**src/rtl/cpu_fpu_dispatch_if.sv**
```systemverilog
// CPU <-> FP-dispatch <-> FP-unit signal bundle.
// slave: the dispatcher; master: whatever drives the CPU side and models the units.
interface cpu_fpu_dispatch_if;
  logic        i_request;
  logic [2:0]  i_op;
  logic [31:0] i_op1;
  logic [31:0] i_op2;
  logic        o_ready;
  logic [31:0] o_result;
  logic        o_timeout;
  logic        o_add_request;
  logic        o_add_sub;
  logic        o_mul_request;
  logic        o_div_request;
  logic [31:0] o_unit_op1;
  logic [31:0] o_unit_op2;
  logic        i_add_ready;
  logic        i_mul_ready;
  logic        i_div_ready;
  logic [31:0] i_add_result;
  logic [31:0] i_mul_result;
  logic [31:0] i_div_result;

  modport master (
    output i_request, i_op, i_op1, i_op2,
    output i_add_ready, i_mul_ready, i_div_ready,
    output i_add_result, i_mul_result, i_div_result,
    input  o_ready, o_result, o_timeout,
    input  o_add_request, o_add_sub, o_mul_request, o_div_request,
    input  o_unit_op1, o_unit_op2
  );

  modport slave (
    input  i_request, i_op, i_op1, i_op2,
    input  i_add_ready, i_mul_ready, i_div_ready,
    input  i_add_result, i_mul_result, i_div_result,
    output o_ready, o_result, o_timeout,
    output o_add_request, o_add_sub, o_mul_request, o_div_request,
    output o_unit_op1, o_unit_op2
  );
endinterface

```
**src/rtl/cpu_fpu_dispatch.sv**
```systemverilog
// cpu_fpu_dispatch: sequences one FP op from the CPU to the add/mul/div unit
// over level request/ready handshakes and returns the result four-phase.
// Optional feature macro: CPU_FPU_DISPATCH_FSGNJ_EN (local fsgnj/fsgnjn/fsgnjx).
module cpu_fpu_dispatch #(
  parameter int unsigned TIMEOUT_CYCLES = 64
) (
  input logic               i_clock,
  input logic               i_reset,
  cpu_fpu_dispatch_if.slave bus
);

  localparam logic [31:0] CANON_NAN  = 32'h7FC0_0000;
  localparam int unsigned TIMER_W    = (TIMEOUT_CYCLES > 1) ? $clog2(TIMEOUT_CYCLES) : 1;
  localparam int unsigned TIMER_LAST = (TIMEOUT_CYCLES > 0) ? TIMEOUT_CYCLES - 1 : 0;
  localparam bit          TIMEOUT_EN = (TIMEOUT_CYCLES != 0);

  typedef enum logic [2:0] {
    S_IDLE,
    S_ISSUE,
    S_WAIT_UNIT,
    S_RELEASE,
    S_DONE
  } state_e;

  typedef enum logic [1:0] {
    U_NONE,
    U_ADD,
    U_MUL,
    U_DIV
  } unit_e;

  state_e               state_q;
  unit_e                unit_q;
  logic [TIMER_W-1:0]   timer_q;
  logic                 ready_q;
  logic                 timeout_q;
  logic [31:0]          result_q;
  logic                 add_req_q;
  logic                 add_sub_q;
  logic                 mul_req_q;
  logic                 div_req_q;
  logic [31:0]          op1_q;
  logic [31:0]          op2_q;

  logic                 sel_ready_c;
  logic [31:0]          sel_result_c;
  logic [31:0]          local_result_c;

  // Ready/result of the unit the current op is bound to; U_NONE reads as idle.
  always_comb begin
    sel_ready_c  = 1'b0;
    sel_result_c = '0;
    case (unit_q)
      U_ADD: begin
        sel_ready_c  = bus.i_add_ready;
        sel_result_c = bus.i_add_result;
      end
      U_MUL: begin
        sel_ready_c  = bus.i_mul_ready;
        sel_result_c = bus.i_mul_result;
      end
      U_DIV: begin
        sel_ready_c  = bus.i_div_ready;
        sel_result_c = bus.i_div_result;
      end
      default: ;
    endcase
  end

  // Result for ops that never leave the dispatcher (sign injection or canonical NaN).
  always_comb begin
    local_result_c = CANON_NAN;
`ifdef CPU_FPU_DISPATCH_FSGNJ_EN
    case (bus.i_op)
      3'd4:    local_result_c = {bus.i_op2[31], bus.i_op1[30:0]};
      3'd5:    local_result_c = {~bus.i_op2[31], bus.i_op1[30:0]};
      3'd6:    local_result_c = {bus.i_op1[31] ^ bus.i_op2[31], bus.i_op1[30:0]};
      default: ;
    endcase
`endif
  end

  // Sequencer: accept, issue, wait for unit, wait for unit release, hand back to CPU.
  // Local ops go through RELEASE with no unit bound, so they share the DONE path
  // and see o_ready on the second edge after accept.
  always_ff @(posedge i_clock) begin
    if (i_reset) begin
      state_q   <= S_IDLE;
      unit_q    <= U_NONE;
      timer_q   <= '0;
      ready_q   <= 1'b0;
      timeout_q <= 1'b0;
      result_q  <= '0;
      add_req_q <= 1'b0;
      add_sub_q <= 1'b0;
      mul_req_q <= 1'b0;
      div_req_q <= 1'b0;
      op1_q     <= '0;
      op2_q     <= '0;
    end else begin
      case (state_q)
        S_IDLE: begin
          if (bus.i_request) begin
            op1_q     <= bus.i_op1;
            op2_q     <= bus.i_op2;
            timeout_q <= 1'b0;
            add_sub_q <= (bus.i_op == 3'd1);
            case (bus.i_op)
              3'd0, 3'd1: begin
                unit_q  <= U_ADD;
                state_q <= S_ISSUE;
              end
              3'd2: begin
                unit_q  <= U_MUL;
                state_q <= S_ISSUE;
              end
              3'd3: begin
                unit_q  <= U_DIV;
                state_q <= S_ISSUE;
              end
              default: begin
                unit_q   <= U_NONE;
                result_q <= local_result_c;
                state_q  <= S_RELEASE;
              end
            endcase
          end
        end

        // Hold off the request while the unit still shows ready from an earlier op.
        S_ISSUE: begin
          timer_q <= '0;
          if (!sel_ready_c) begin
            add_req_q <= (unit_q == U_ADD);
            mul_req_q <= (unit_q == U_MUL);
            div_req_q <= (unit_q == U_DIV);
            state_q   <= S_WAIT_UNIT;
          end
        end

        S_WAIT_UNIT: begin
          if (sel_ready_c) begin
            result_q  <= sel_result_c;
            add_req_q <= 1'b0;
            mul_req_q <= 1'b0;
            div_req_q <= 1'b0;
            state_q   <= S_RELEASE;
          end else if (TIMEOUT_EN && (timer_q == TIMER_W'(TIMER_LAST))) begin
            result_q  <= CANON_NAN;
            timeout_q <= 1'b1;
            add_req_q <= 1'b0;
            mul_req_q <= 1'b0;
            div_req_q <= 1'b0;
            state_q   <= S_RELEASE;
          end else begin
            timer_q <= timer_q + TIMER_W'(1);
          end
        end

        S_RELEASE: begin
          if (!sel_ready_c) begin
            state_q <= S_DONE;
          end
        end

        // First cycle raises o_ready; afterwards it holds until the CPU lets go.
        S_DONE: begin
          if (!ready_q) begin
            ready_q <= 1'b1;
          end else if (!bus.i_request) begin
            ready_q <= 1'b0;
            unit_q  <= U_NONE;
            state_q <= S_IDLE;
          end
        end

        default: begin
          state_q <= S_IDLE;
        end
      endcase
    end
  end

  assign bus.o_ready       = ready_q;
  assign bus.o_result      = result_q;
  assign bus.o_timeout     = timeout_q;
  assign bus.o_add_request = add_req_q;
  assign bus.o_add_sub     = add_sub_q;
  assign bus.o_mul_request = mul_req_q;
  assign bus.o_div_request = div_req_q;
  assign bus.o_unit_op1    = op1_q;
  assign bus.o_unit_op2    = op2_q;

endmodule
```
**src/flat_wrapper.sv**
```systemverilog
// flat-port wrapper written by rule: the top's interface ports become plain ports
module cpu_fpu_dispatch_flat 
#(
  parameter int unsigned TIMEOUT_CYCLES = 64
)
  (i_clock, i_reset, bus_i_request, bus_i_op, bus_i_op1, bus_i_op2, bus_i_add_ready, bus_i_mul_ready, bus_i_div_ready, bus_i_add_result, bus_i_mul_result, bus_i_div_result, bus_o_ready, bus_o_result, bus_o_timeout, bus_o_add_request, bus_o_add_sub, bus_o_mul_request, bus_o_div_request, bus_o_unit_op1, bus_o_unit_op2);
  cpu_fpu_dispatch_if bus_i ();
  input logic i_clock;
  input logic i_reset;
  input wire logic [$bits(bus_i.i_request)-1:0] bus_i_request;
  input wire logic [$bits(bus_i.i_op)-1:0] bus_i_op;
  input wire logic [$bits(bus_i.i_op1)-1:0] bus_i_op1;
  input wire logic [$bits(bus_i.i_op2)-1:0] bus_i_op2;
  input wire logic [$bits(bus_i.i_add_ready)-1:0] bus_i_add_ready;
  input wire logic [$bits(bus_i.i_mul_ready)-1:0] bus_i_mul_ready;
  input wire logic [$bits(bus_i.i_div_ready)-1:0] bus_i_div_ready;
  input wire logic [$bits(bus_i.i_add_result)-1:0] bus_i_add_result;
  input wire logic [$bits(bus_i.i_mul_result)-1:0] bus_i_mul_result;
  input wire logic [$bits(bus_i.i_div_result)-1:0] bus_i_div_result;
  output wire logic [$bits(bus_i.o_ready)-1:0] bus_o_ready;
  output wire logic [$bits(bus_i.o_result)-1:0] bus_o_result;
  output wire logic [$bits(bus_i.o_timeout)-1:0] bus_o_timeout;
  output wire logic [$bits(bus_i.o_add_request)-1:0] bus_o_add_request;
  output wire logic [$bits(bus_i.o_add_sub)-1:0] bus_o_add_sub;
  output wire logic [$bits(bus_i.o_mul_request)-1:0] bus_o_mul_request;
  output wire logic [$bits(bus_i.o_div_request)-1:0] bus_o_div_request;
  output wire logic [$bits(bus_i.o_unit_op1)-1:0] bus_o_unit_op1;
  output wire logic [$bits(bus_i.o_unit_op2)-1:0] bus_o_unit_op2;
  assign bus_i.i_request = bus_i_request;
  assign bus_i.i_op = bus_i_op;
  assign bus_i.i_op1 = bus_i_op1;
  assign bus_i.i_op2 = bus_i_op2;
  assign bus_i.i_add_ready = bus_i_add_ready;
  assign bus_i.i_mul_ready = bus_i_mul_ready;
  assign bus_i.i_div_ready = bus_i_div_ready;
  assign bus_i.i_add_result = bus_i_add_result;
  assign bus_i.i_mul_result = bus_i_mul_result;
  assign bus_i.i_div_result = bus_i_div_result;
  assign bus_o_ready = bus_i.o_ready;
  assign bus_o_result = bus_i.o_result;
  assign bus_o_timeout = bus_i.o_timeout;
  assign bus_o_add_request = bus_i.o_add_request;
  assign bus_o_add_sub = bus_i.o_add_sub;
  assign bus_o_mul_request = bus_i.o_mul_request;
  assign bus_o_div_request = bus_i.o_div_request;
  assign bus_o_unit_op1 = bus_i.o_unit_op1;
  assign bus_o_unit_op2 = bus_i.o_unit_op2;
  cpu_fpu_dispatch #(.TIMEOUT_CYCLES(TIMEOUT_CYCLES)) u_core (.i_clock(i_clock), .i_reset(i_reset), .bus(bus_i));
endmodule
```
**config.mk**
```make
export PLATFORM = sky130hd
export DESIGN_NAME = cpu_fpu_dispatch_flat
export DESIGN_NICKNAME = d
export VERILOG_FILES = /design/src/rtl/cpu_fpu_dispatch_if.sv /design/src/rtl/cpu_fpu_dispatch.sv /design/src/flat_wrapper.sv
export SDC_FILE = /design/constraint.sdc
export NUM_CORES = 1
export LEC_CHECK = 0
export BUFFER_PORTS_ARGS = -buffer_cell sky130_fd_sc_hd__buf_4
export CAP_MARGIN = 0
export CORE_ASPECT_RATIO = 0.7
export CORE_UTILIZATION = 44
export CTS_CLUSTER_DIAMETER = 30
export DETAILED_ROUTE_END_ITERATION = 7
export GPL_TIMING_DRIVEN = 0
export PLACE_DENSITY = 0.77
export SLEW_MARGIN = 20
export SYNTH_ARGS = -nofsm -noshare
export SYNTH_HDL_FRONTEND = slang
export SYNTH_SLANG_ARGS = --single-unit
```
**constraint.sdc**
```tcl
create_clock -name i_clock -period 2.3 [get_ports i_clock]
set_input_delay 0.345 -clock i_clock [delete_from_list [all_inputs] [get_ports i_clock]]
set_output_delay 0.345 -clock i_clock [all_outputs]
set_load 0.1 [all_outputs]
```
**Word level (Yosys, flattened, before mapping)**

Cells that the tools add are included.

- Flip-flop bits (word level): 113
- Input port bits: 169
- Word-level logic and storage cells: 86

- Add/subtract/negate cells: 1
- Eq/ne operators: 21
- Mux-type cells: 38
- Reductions and logical operators: 14

Operator list:

| cell | number |
|---|---|
| 32-bit two-way mux | 4 |
| 32-bit one-hot mux with 3 select lines | 1 |
| 32-bit one-hot mux with 2 select lines | 1 |
| 3-bit two-way mux | 7 |
| 3-bit one-hot mux with 5 select lines | 1 |
| 2-bit inequality test, second input constant | 7 |
| 3-bit by 2-bit == test with 1-bit output, second input constant | 4 |
| 6-bit two-way mux | 2 |
| 6-bit one-hot mux with 2 select lines | 1 |
| 4-bit AND reduction | 3 |
| 1-bit two-way mux | 10 |
| 2-bit two-way mux | 4 |
| 1-bit one-hot mux with 2 select lines | 4 |
| 6-bit by 1-bit adder with 6-bit output, second input constant | 1 |
| 3-bit by 1-bit == test with 1-bit output, second input constant | 2 |
| 6-bit == test, second input constant | 1 |
| 3-bit zero test | 2 |
| 2-bit one-hot mux with 3 select lines | 1 |
| 3-bit AND reduction | 2 |
| 6-bit AND reduction | 1 |
| 2-bit nonzero test | 3 |
| 2-bit == test, second input constant | 2 |
| 2-bit by 1-bit inequality test with 1-bit output, second input constant | 2 |
| 2-bit one-hot mux with 2 select lines | 1 |
| 7 further kinds | 7 |

**Depth between registers and ports, before layout**

- Depth after elaboration: 5
- Gate-level depth with buffers: 8
- Depth with buffers taken out: 6

**Least setup slack after synthesis**

No wires, ideal clock.

- Kind: register -> register
- From: reg u_core.ready_q (netlist: u_core.bus.o_ready)
- To: reg u_core.unit_q[0]
- Library setup time: 0.132 ns
- Arrival time: 1.772 ns
- Data required time: 2.168 ns
- Setup slack: 0.396 ns
- Cell stages (with the launch flop): 6
- Buffers on the path: 0
- Period minus slack after synthesis: 1.904 ns
- Cell sequence: dfxtp_1 > nor2b_1 > a21oi_1 > nor3_1 > nand2b_1 > a21oi_1

- Cells in the longest elaborated chain, start to end: 2

Ends and longest elaborated chain:

| item | line | text |
|---|---|---|
| from (decl) | cpu_fpu_dispatch.sv:35 | `logic ready_q;` |
| from (signal assigned) | cpu_fpu_dispatch.sv:91 | `ready_q <= 1'b0;` |
| from (signal assigned) | cpu_fpu_dispatch.sv:169 | `ready_q <= 1'b1;` |
| from (signal assigned) | cpu_fpu_dispatch.sv:171 | `ready_q <= 1'b0;` |
| 2-bit by 1-bit inequality test with 1-bit output (no line) | n/a |  |
| 4-bit AND reduction (no line) | n/a |  |
| to (signal assigned) | cpu_fpu_dispatch.sv:89 | `unit_q <= U_NONE;` |
| to (signal assigned) | cpu_fpu_dispatch.sv:110 | `unit_q <= U_ADD;` |
| to (signal assigned) | cpu_fpu_dispatch.sv:114 | `unit_q <= U_MUL;` |
| to (decl) | cpu_fpu_dispatch.sv:33 | `unit_e unit_q;` |

No other way between the ends.
A chain may end at the register's enable or synchronous reset.

**Worst setup path after layout**

- From: reg u_core.timer_q[0]
- To: reg u_core.result_q[11] (netlist: u_core.bus.o_result[11])

- Cells in the longest elaborated chain, start to end: 3

Ends and longest elaborated chain:

| item | line | text |
|---|---|---|
| from (decl) | cpu_fpu_dispatch.sv:34 | `logic [TIMER_W-1:0] timer_q;` |
| from (signal assigned) | cpu_fpu_dispatch.sv:156 | `timer_q <= timer_q + TIMER_W'(1);` |
| 6-bit == test | cpu_fpu_dispatch.sv:148 | `end else if (TIMEOUT_EN && (timer_q == TIMER_W'(TIMER_LAST))) begin` |
| 3-bit by 1-bit inequality test with 1-bit output (no line) | n/a |  |
| 4-bit AND reduction (no line) | n/a |  |
| to (signal assigned) | cpu_fpu_dispatch.sv:123 | `result_q <= local_result_c;` |
| to (signal assigned) | cpu_fpu_dispatch.sv:143 | `result_q <= sel_result_c;` |
| to (decl) | cpu_fpu_dispatch.sv:37 | `logic [31:0] result_q;` |

No other way between the ends.

==> impl_metrics.ini <==
[power_and_ir_drop]
ir_worst_vdd_uv = 682
leakagePower_nw = 3.35
power.internal_mw = 4.60
sw_frac_of_total_pct = 40.6
power_switching_mw = 3.14
pwr-share-seq_pct = 29.5
clockPowerShare_pct = 33.2
comb_power_share_pct = 37.2
p_per_area_nw_per_um2 = 1020

[route]
drc = 0
drtIter0Drc = 342
first_pass_iters = 5
antenna_left = 0
via_per_inst = 5.32
drt_wl_total_um = 16200
wire_per_inst_um = 16.1
vias = 5339

[final_layout]
layout-drive-gt1-share_pct = 39.6
final_core_util_pct = 72.4
multi_input_area_um2 = 2350
nFillCells = 841
areaGrowthSynthToFinish_pct = 58.0
final_nets = 1028
antenna_cells = 0
regArea_um2 = 2260

[placement]
dp_hpwl_um = 12300
place_ws_ps = 184
gp_congestion = 0.849
portBuffers = 269

[synthesis]
syn_inst = 570
syn_area_per_cell_um2 = 8.42
synthesis.nets = 740
yosys-top-cells-count = nand2_1 (136), dfxtp_1 (113), a21oi_1 (78)
synth_top_area_cell = dfxtp_1
yosys-top-cells-area = dfxtp_1 (47%), nand2_1 (11%), a21oi_1 (8.1%), mux2_2 (7.5%), a22o_1 (4.2%)
synth_edf_count = 0
synthDistinctLibCells = 45
seq_area_frac_synth_pct = 47.2
yosysWarnings = 0
synth_flop_cell = dfxtp_1
yosysTopAreaCellShare_pct = 47.2
synth_most_common_cell = nand2_1
synthArstFlopShare_pct = 0
netlist_area_um2 = 4800
ys_seq_elements = 113

[sta]
worst_pin_slew_ps = 629
slew_headroom_pct = 58.1
rsz0062_at_grt = false
hold_ws_ps = 184
setup_tns_ps = 0
setup_viol = 0
post-route-period-util_pct = 95.5
setup_ws_ps = 103
fin_crit_ps = 2200
final_max_slew_viol_count = 0
fin_skew_ps = 8.92
fmax_ghz = 0.455
hold_viol = 0

[floorplan]
start_util_pct = 45.8
dieArea_um2 = 11300
die_y_um = 89.4
coreArea_um2 = 10500
fp.dieW_um = 127
io_pins = 271
num_rows = 31

[cts]
clockBufferDepth = 2
h-tree-depth = 4
post_cts_buffers = 0
clock_latency_ps = 410
cts_buffers = 17
cts_root_buffer = clkbuf_16
clock_sinks = 113
cts_tree = yes
cts.reportedPaths.clkPinSlew_ps = 50

[setup_path]
endpoint_kind = flop
start_kind = flop
required_ps = 2570
crit_path_top_delay_cell = a311o_1
crit_type = reg2reg
crit_chain = ha_1 -> and4_1 -> nand2_1 -> a311o_1 -> buf_2 -> a22oi_1 -> nor2_1
path_buf_inv = 1
worstPathArrival_ps = 2470
critPathTopFamily = compound AO/OA/AOI/OAI gates
cpPeakStageDelay_ps = 490
cp_max_fo = 10

[status]
status = complete, no violations

[run]
drv_cap = 0

[grt]
grt_max_degree = 17
grt_pass1_wl_um = 24800
grt_overflow = 0
track_usage_pct = 28.2
grt_pass1_vias = 5096
antenna_found_initial = 0

[hold_path]
worstHoldPathType = in2reg
-- timing repair --
item | in CTS | in global routing
gates resized for setup | 0 | 5
hold buffers | 0 | 0
setup endpoints to repair | 0 | 7
-- layout by cell type, fill, tap and decap left out, drive strengths merged, types with 12 or more instances in the layout --
cell type,n
a21oi,78
nand2,136
clkbuf,61
a22oi,24
dfxtp,113
buf,278
nor2,42
nor3,12
a22o,23
mux2,33
-- cells by family after synthesis --
group                    after synthesis  synth area share, %
AO/OA/AOI/OAI                        145                 20.1
XOR/XNOR                               3                0.548
adder cells (fa/ha/maj)                1                0.261
buffers and inverters                 49                 4.15
multiplexers                          33                 7.82
flip-flops                           113                 47.2
AND/OR/NAND/NOR                      226                 19.9
-- routing by layer --
layer,global-route usage [%],up-vias,share of wire (%)
met5,0,-,0
met4,9.85,0,1.8
met3,7.48,38,5.8
met2,49.5,187,51
met1,33.8,2541,42
li1,-,2573,-
-- metrics by stage --
stage	cells	area, µm²	power [mW]
CTS	1003	7570	7.73
global placement	971	6980	5.11
finish	1003	7580	7.74
global route	1003	7580	8.04
floorplan	570	4800	4.41
detailed placement	971	6980	5.16
-- power groups by stage --
stage / clock network (mW) / logic (mW) / registers (mW)
6_report: 2.57 / 2.88 / 2.28
5_1_grt: 2.70 / 3.03 / 2.31
4_1_cts: 2.59 / 2.86 / 2.28
3_5_place_dp: 0 / 2.85 / 2.32
3_3_place_gp: 0 / 2.80 / 2.31
2_1_floorplan: 0 / 0.772 / 3.64
-- worst reg2reg max path, stage by stage (launching register included) --
cell,delay (ps)
dfxtp_1,390
ha_1,220
and4_1,240
nand2_1,210
a311o_1,490
buf_2,220
a22oi_1,230
nor2_1,70
-- state kept, by name (all words and copies together) (netlist names) --
register	count
u_core.bus.o_unit_op2	32
u_core.timer_q	6
u_core.bus.o_div_request	1
u_core.bus.o_ready	1
u_core.bus.o_unit_op1	32
u_core.bus.o_result	32
u_core.bus.o_add_sub	1
u_core.bus.o_add_request	1
u_core.state_q	3
u_core.unit_q	2
u_core.bus.o_timeout	1
u_core.bus.o_mul_request	1
-- layout make-up --
class	instances	area share (%)
Clock inverter	9	1.40
Tap cell	132	2.18
Buffer	47	2.56
Multi-Input combinational cell	408	31.0
Clock buffer	23	6.31
Timing Repair Buffer	269	26.6
Sequential cell	113	29.8
Inverter	2	0.0990
-- final timing paths --
check	start	end	slack, ps	cells past startpoint
setup / recovery	u_core.timer_q[0]	u_core.bus.o_result[11]	100	7
setup reg to reg	u_core.timer_q[0]	u_core.bus.o_result[11]	100	7
hold reg to reg	u_core.bus.o_unit_op1[9]	u_core.bus.o_unit_op1[9]	450	2
hold / removal	bus_i_op2[11]	u_core.bus.o_unit_op2[11]	180	3
Power figures use the tool's default switching activity.
